$ cat src/rtl/if_stage_ctrl_pkg.sv
// Shared front-end pipeline definitions.
//   XLEN_DEFAULT  : default datapath width for PC and branch target
//   NOP_INSTR_VAL : addi x0,x0,0, placed in IF/ID on reset and on flush
//   PC_INC        : sequential fetch stride in bytes
//   fetch_action_e: per-cycle decision of the front-end controller
package if_stage_ctrl_pkg;

  localparam int          XLEN_DEFAULT  = 32;
  localparam logic [31:0] NOP_INSTR_VAL = 32'h0000_0013;
  localparam int          PC_INC        = 4;

  typedef enum logic [1:0] {
    ACT_ADVANCE = 2'd0,
    ACT_STALL   = 2'd1,
    ACT_FLUSH   = 2'd2
  } fetch_action_e;

  // A redirect target is misaligned when it is not a word address.
  function automatic logic target_misaligned(input logic [1:0] low_bits);
    return (low_bits != 2'b00);
  endfunction

endpackage

$ cat src/rtl/if_stage_ctrl_sat_counter.sv
// Saturating event counter.
//   clk, rst_n : clock, asynchronous active-low reset
//   inc        : count one event this cycle
//   cnt        : current count; holds at all-ones instead of wrapping
module sat_counter #(
  parameter int CNT_W = 16
) (
  input  logic             clk,
  input  logic             rst_n,
  input  logic             inc,
  output logic [CNT_W-1:0] cnt
);

  always_ff @(posedge clk or negedge rst_n) begin
    if (!rst_n) begin
      cnt <= '0;
    end else if (inc && (cnt != '1)) begin
      cnt <= cnt + CNT_W'(1);
    end
  end

endmodule

$ cat src/rtl/if_stage_ctrl.sv
// Front-end pipeline controller. Owns the PC and the IF/ID register and
// applies redirect (flush), stall and advance requests with priority
// flush > stall > advance. Counts stall, bubble and flush events and raises
// sticky flags for over-long stall runs and misaligned redirects.
//
// Ports:
//   clk, rst_n      : clock, asynchronous active-low reset
//   pc_write        : 1 = PC advances by 4, 0 = PC holds
//   if_id_write     : 1 = IF/ID loads the fetched instruction, 0 = holds
//   id_ex_bubble    : bubble inserted into ID/EX this cycle (counted only)
//   branch_taken    : redirect request, overrides both write enables
//   branch_target   : redirect address (low two bits forced to zero)
//   imem_instr      : instruction memory data at address pc
//   pc              : current fetch address
//   if_id_pc/instr/valid : IF/ID pipeline register contents
//   stall_cnt, bubble_cnt, flush_cnt : saturating event counters
//   stall_err       : sticky, pc_write low for MAX_STALL consecutive cycles
//   misalign_err    : sticky, redirect seen with branch_target[1:0] != 0
module if_stage_ctrl
  import if_stage_ctrl_pkg::*;
#(
  parameter int               XLEN      = XLEN_DEFAULT,
  parameter logic [XLEN-1:0]  RESET_PC  = '0,
  parameter logic [31:0]      NOP_INSTR = NOP_INSTR_VAL,
  parameter int               CNT_W     = 16,
  parameter int               MAX_STALL = 8
) (
  input  logic             clk,
  input  logic             rst_n,
  input  logic             pc_write,
  input  logic             if_id_write,
  input  logic             id_ex_bubble,
  input  logic             branch_taken,
  input  logic [XLEN-1:0]  branch_target,
  input  logic [31:0]      imem_instr,
  output logic [XLEN-1:0]  pc,
  output logic [XLEN-1:0]  if_id_pc,
  output logic [31:0]      if_id_instr,
  output logic             if_id_valid,
  output logic [CNT_W-1:0] stall_cnt,
  output logic [CNT_W-1:0] bubble_cnt,
  output logic [CNT_W-1:0] flush_cnt,
  output logic             stall_err,
  output logic             misalign_err
);

  localparam int              RUN_W   = $clog2(MAX_STALL + 1);
  localparam logic [RUN_W-1:0] RUN_MAX = RUN_W'(MAX_STALL);

  fetch_action_e    action;
  logic             stall_cycle;
  logic [RUN_W-1:0] run_cnt;

  // PC decision. IF/ID has its own enable and is handled separately, so
  // the action only captures what happens to the PC and the counters.
  always_comb begin
    action = ACT_ADVANCE;
    if (branch_taken) begin
      action = ACT_FLUSH;
    end else if (!pc_write) begin
      action = ACT_STALL;
    end
  end

  assign stall_cycle = (action == ACT_STALL);

  // PC register
  always_ff @(posedge clk or negedge rst_n) begin
    if (!rst_n) begin
      pc <= RESET_PC;
    end else begin
      case (action)
        ACT_FLUSH:   pc <= {branch_target[XLEN-1:2], 2'b00};
        ACT_ADVANCE: pc <= pc + XLEN'(PC_INC);
        default:     pc <= pc;
      endcase
    end
  end

  // IF/ID register. A flush squashes the instruction even when the hazard
  // detector asked to hold IF/ID; if_id_pc still records the fetch PC.
  always_ff @(posedge clk or negedge rst_n) begin
    if (!rst_n) begin
      if_id_pc    <= '0;
      if_id_instr <= NOP_INSTR;
      if_id_valid <= 1'b0;
    end else if (branch_taken) begin
      if_id_pc    <= pc;
      if_id_instr <= NOP_INSTR;
      if_id_valid <= 1'b0;
    end else if (if_id_write) begin
      if_id_pc    <= pc;
      if_id_instr <= imem_instr;
      if_id_valid <= 1'b1;
    end
  end

  // Stall watchdog: counts consecutive stall cycles, saturating at
  // MAX_STALL. The flag is set on the edge where the run reaches MAX_STALL.
  always_ff @(posedge clk or negedge rst_n) begin
    if (!rst_n) begin
      run_cnt   <= '0;
      stall_err <= 1'b0;
    end else if (!stall_cycle) begin
      run_cnt <= '0;
    end else begin
      if (run_cnt != RUN_MAX) begin
        run_cnt <= run_cnt + RUN_W'(1);
      end
      if (run_cnt >= (RUN_MAX - RUN_W'(1))) begin
        stall_err <= 1'b1;
      end
    end
  end

  always_ff @(posedge clk or negedge rst_n) begin
    if (!rst_n) begin
      misalign_err <= 1'b0;
    end else if (branch_taken && target_misaligned(branch_target[1:0])) begin
      misalign_err <= 1'b1;
    end
  end

  sat_counter #(.CNT_W(CNT_W)) u_stall_cnt (
    .clk   (clk),
    .rst_n (rst_n),
    .inc   (stall_cycle),
    .cnt   (stall_cnt)
  );

  sat_counter #(.CNT_W(CNT_W)) u_bubble_cnt (
    .clk   (clk),
    .rst_n (rst_n),
    .inc   (id_ex_bubble),
    .cnt   (bubble_cnt)
  );

  sat_counter #(.CNT_W(CNT_W)) u_flush_cnt (
    .clk   (clk),
    .rst_n (rst_n),
    .inc   (branch_taken),
    .cnt   (flush_cnt)
  );

endmodule

$ cat config.mk
export PLATFORM = sky130hd
export DESIGN_NAME = if_stage_ctrl
export DESIGN_NICKNAME = d
export VERILOG_FILES = /design/src/rtl/if_stage_ctrl_pkg.sv /design/src/rtl/if_stage_ctrl_sat_counter.sv /design/src/rtl/if_stage_ctrl.sv
export SDC_FILE = /design/constraint.sdc
export NUM_CORES = 1
export LEC_CHECK = 0
export CAP_MARGIN = 0
export CORE_UTILIZATION = 45
export CTS_BUF_LIST = sky130_fd_sc_hd__clkbuf_8
export CTS_CLUSTER_SIZE = 10
export DETAILED_ROUTE_END_ITERATION = 12
export GPL_ROUTABILITY_DRIVEN = 0
export PLACE_DENSITY = 0.89
export SLEW_MARGIN = 40
export SYNTH_ARGS = -nofsm -noshare
export SYNTH_HDL_FRONTEND = slang
export SYNTH_SLANG_ARGS = --single-unit
$ cat constraint.sdc
create_clock -name clk -period 2 [get_ports clk]
set_input_delay 0.6 -clock clk [delete_from_list [all_inputs] [get_ports clk]]
set_output_delay 0.6 -clock clk [all_outputs]
set_load 0.1 [all_outputs]
# Word-level counts from Yosys, hierarchy flattened
# Index checks and enable logic that the tools add are counted.
# totals
register_bits	151
latchBits	0
ram_bits	0
rom_bits	0
in_bits	70
out_inout_bits	147
elab_cells	43
n_memories	0
# op_classes
n_addsub	5
multipliers	0
div	0
magnitude_cmp	1
n_eq_ne	7
shifts	0
n_mux	11
bitwise_logic	0
n_reduce_logical	9
# op_table
operator	count
32-bit two-way mux	4
32-bit case mux with 2 select lines	1
16-bit by 1-bit adder with 16-bit output (second input constant)	3
16-bit inequality test (second input constant)	3
32-bit by 3-bit adder with 32-bit output (second input constant)	1
4-bit two-way mux	2
2-bit nonzero test	3
4-bit by 1-bit adder with 4-bit output (second input constant)	1
4-bit by 3-bit >= comparator with 1-bit output (second input constant)	1
1-bit logical AND	4
4-bit inequality test (second input constant)	1
1-bit two-way mux	3
2-bit by 1-bit == test with 1-bit output (second input constant)	1
2-bit == test (second input constant)	1
2-bit zero test	1
2-bit two-way mux	1
2-bit inequality test (second input constant)	1
2-bit AND reduction	1

# Depth between registers and ports, before layout
# depth
word_depth	4
depth_mapped	7
depth_no_buf	6

# Hierarchy
# A second synthesis with hierarchy kept.
# unflattened
cells_unflattened	621
area_unflattened_um2	7041.8
# by_module_without_submodules
module	n_inst	cells_each	area_each_um2	seq_area_each_um2
if_stage_ctrl	1	405	4463.0	2481.1
sat_counter	3	72	859.6	400.4

# Worst setup path after synthesis
# Ideal clock, no wire load.
# synth_path
kind	register to register
start	reg u_stall_cnt.cnt[12]
end	reg u_stall_cnt.cnt[1]
setup_time_ns	0.126
t_arrival_ns	2.456
t_required_ns	1.874
setup_slack_ns	-0.582
path_stages_with_launch	7
n_path_buf	1
synth_period_minus_slack_ns	2.582
cell_sequence	dfrtp_1 and3_4 nand3_4 or4_4 buf_6 nand2_4 mux2_4
# synth_via
elab_chain_cells	2
# synth_rtl
item	line_no	text
start, declared	if_stage_ctrl_sat_counter.sv:11	output logic [CNT_W-1:0] cnt
start signal, assigned	if_stage_ctrl_sat_counter.sv:18	cnt <= cnt + CNT_W'(1);
16-bit inequality test	if_stage_ctrl_sat_counter.sv:17	end else if (inc && (cnt != '1)) begin
1-bit logical AND	if_stage_ctrl_sat_counter.sv:17	
# Every way passes these cells.
# A chain may end at the register's enable or synchronous reset.

# Worst setup path after layout
# layout_path
start	reg u_flush_cnt.cnt[2]
end	reg u_flush_cnt.cnt[15]
# layout_via
elab_chain_cells	2
word_cells_on_any_way	3
classes_between	add/sub: 1; eq/ne: 1; reduce/logical: 1
# layout_rtl
item	line_no
start, declared	if_stage_ctrl_sat_counter.sv:11
start signal, assigned	if_stage_ctrl_sat_counter.sv:18
branches (longest 2 deep; another with 16-bit by 1-bit adder with 16-bit output)	n/a
# Parallel ways; which one is timed is not known.

==> flow_metrics.tcl <==
set metrics [dict create \
    finalPower_mw 12.2 \
    power_density_nw_per_um2 1090 \
    fp-row-count 44 \
    overflow 0 \
    crit_type "flip-flop to flip-flop" \
    synth.top_cell.area_share_pct 54.3 \
    max-slew-margin-rel_pct 63.7 \
    synth_largest_area_cell "dfrtp_1" \
    portBuffers 212 \
    grt_pass1_wl_mm 29.8 \
    die_w_um 123 \
    wl_met1_mm 7.10 \
    async_reset_ff_share_pct 100 \
    fin_crit_sh_pct 95.6 \
    antenna_left 0 \
    tightest_slew_ns 0.544 \
    finalSetupViolCount 0 \
    vias 5472 \
    clkTransAtPathRegs_ns 0.08 \
    tritoncts "yes" \
    layout_commonest_cell "buf_12" \
    drcViolationCount 0 \
    routed-wl-met3_mm 1.47 \
    n_antenna_cell 0 \
    setup_slack_ns 0.0877 \
    ys_seq_area_share_pct 55.5 \
    synth_edf_count 0 \
    synth-main-ff-cell "dfrtp_1" \
    hold_viol_final 0 \
    hold_path.class "input pin to asynchronous set/reset pin" \
    wl_met2_mm 9.86 \
    wire_per_inst_um 18.4 \
    cts_sinks 147 \
    grt_max_degree 55 \
    status "completed" \
    cellLeakagePower_nw 4.76 \
    synth_cells 590 \
    clock_latency_ns 0.44 \
    dieArea_um2 15200 \
    htreeDepth 4 \
    layout-drive-gt1-share_pct 39.6 \
    rsz0062_at_grt "false" \
    cts_inserted_buffers 17 \
    cts_buffer_depth 2 \
    fmax_mhz 523 \
    first_pass_iters 4 \
    synth_seq_cells 147 \
    critPathRequiredTime_ns 2.33 \
    syn_area_per_cell_um2 11.3 \
    vdd_ir_drop_max_mv 1.48 \
    critPathCaptureType "flip-flop" \
    hpwlAfterDp_mm 14.3 \
    clockRootBuffer "clkbuf_8" \
    die_h_um 123 \
    critPathMaxFanout 6 \
    cts-resized-gates 0 \
    fin_area_um2 11200 \
    highest_layer "met4" \
    start_util_pct 45.8 \
    final_cell_mix "149 x buf_12, 72 x dfrtp_1, 66 x clkdlybuf4s50_1, 57 x nand2_1, 55 x nor2_1" \
    syn2layout_area_growth_pct 68.7 \
    synth_area_leaders "dfrtp_1 54%, mux2_2 5.9%, mux2i_1 5.1%" \
    ioPinCount 217 \
    wl_mm 18.8 \
    grt_pass1_vias 5761 \
    arrival_ns 2.24 \
    grt_util_all_layers_pct 26.0 \
    ys_warn_count 0 \
    cts_hold_buf 0 \
    drv_slew 0 \
    clock_skew_ns 0.00833 \
    place_area_um2 10700 \
    drt_iter0_markers 288 \
    antenna_found_initial 0 \
    cts_setup_buffers 0 \
    post-route-util_pct 77.3 \
    synth_cell_types 47 \
    nets 903 \
    coreArea_um2 14500 \
    vias_per_cell 5.34 \
    layout_min_cycle_time_ns 1.91 \
    synthesis.area_um2 6640 \
    critPathLaunchType "flip-flop" \
    place_ws_ns -0.289 \
    drv_cap 0 \
    setup_tns_ns 0 \
]
Yosys cell counts, drive strengths merged, types with 5 or more instances:
cell	number
inv	5
o21ai	31
clkbuf	13
ha	6
nor2	56
and3	12
nand2	58
nand3	36
xnor2	33
buf	15
mux2	36
dfrtp	144
or3	5
nor3	8
xor2	35
mux2i	34
nand4	24
kinds of logic (layout without fill, tap and decap cells):
family / count (synthesis) / in the layout / synth area share [%]
multiplexers: 70 / 70 / 11.3
buffers and inverters: 33 / 280 / 2.41
flip-flops: 147 / 147 / 55.5
AO/OA/AOI/OAI: 48 / 48 / 4.32
other: 1 / 4 / 0.0565
AND/OR/NAND/NOR: 217 / 217 / 16.3
XOR/XNOR: 68 / 68 / 8.97
adder cells (fa/ha/maj): 6 / 6 / 1.13
power by group:
| part | leakage (nW) | internal (mW) | total [mW] | switching (mW) |
|---|---|---|---|---|
| sequential | 1.76 | 3.43 | 4.12 | 0.689 |
| clock | 0.224 | 1.51 | 2.65 | 1.14 |
| combinational | 2.78 | 1.97 | 5.42 | 3.45 |
| total | 4.76 | 6.91 | 12.2 | 5.28 |
final cells by class:
class | count | area (um2)
Clock buffer | 18 | 248
Clock inverter | 14 | 210
Fill cell | 849 | 3280
Inverter | 5 | 18.8
Multi-Input combinational cell | 413 | 2810
Sequential cell | 147 | 3820
Tap cell | 184 | 230
Timing Repair Buffer | 243 | 3850
path summary, 6_finish.rpt:
check | slack (ns) | depth (start not counted) | to | from
max in group asynchronous | 1.32 | 2 | if_id_instr[4]$_DFFE_PN1P_ | rst_n
setup reg to reg | 0.09 | 5 | u_flush_cnt.cnt[15]$_DFFE_PN0P_ | u_flush_cnt.cnt[2]$_DFFE_PN0P_
setup / recovery | 0.09 | 5 | u_flush_cnt.cnt[15]$_DFFE_PN0P_ | u_flush_cnt.cnt[2]$_DFFE_PN0P_
min in group clk | 0.53 | 1 | u_flush_cnt.cnt[15]$_DFFE_PN0P_ | u_flush_cnt.cnt[15]$_DFFE_PN0P_
hold reg to reg | 0.53 | 1 | u_flush_cnt.cnt[15]$_DFFE_PN0P_ | u_flush_cnt.cnt[15]$_DFFE_PN0P_
hold / removal | 0.06 | 1 | u_stall_cnt.cnt[12]$_DFFE_PN0P_ | rst_n
registers in the layout, indices dropped and copies added (netlist names):
name,flops
u_flush_cnt.cnt,16
if_id_pc,30
misalign_err,1
if_id_valid,1
run_cnt,4
pc,30
if_id_instr,32
stall_err,1
u_stall_cnt.cnt,16
u_bubble_cnt.cnt,16
metrics by stage:
| stage | instances | hold WS, ns |
|---|---|---|
| 4_1_cts | 1024 | 0.0513 |
| 6_report | 1024 | 0.0592 |
| 2_1_floorplan | 593 | 0.304 |
| 3_5_place_dp | 992 | 0.515 |
| 5_1_grt | 1024 | 0.0731 |
| 3_3_place_gp | 992 | 0.508 |
routing by layer:
metal	global-route usage (%)	vias up
met2	45.6	230
met3	6.92	36
met1	30.4	2703
met5	0	-
met4	9.79	0
li1	-	2503
critical path, stage by stage (launching register included):
cell	delay, ns
dfrtp_4	0.49
and3_1	0.20
nand3_1	0.18
a2111oi_2	0.59
nand4_1	0.18
xnor2_1	0.16
Power figures use the tool's default switching activity.
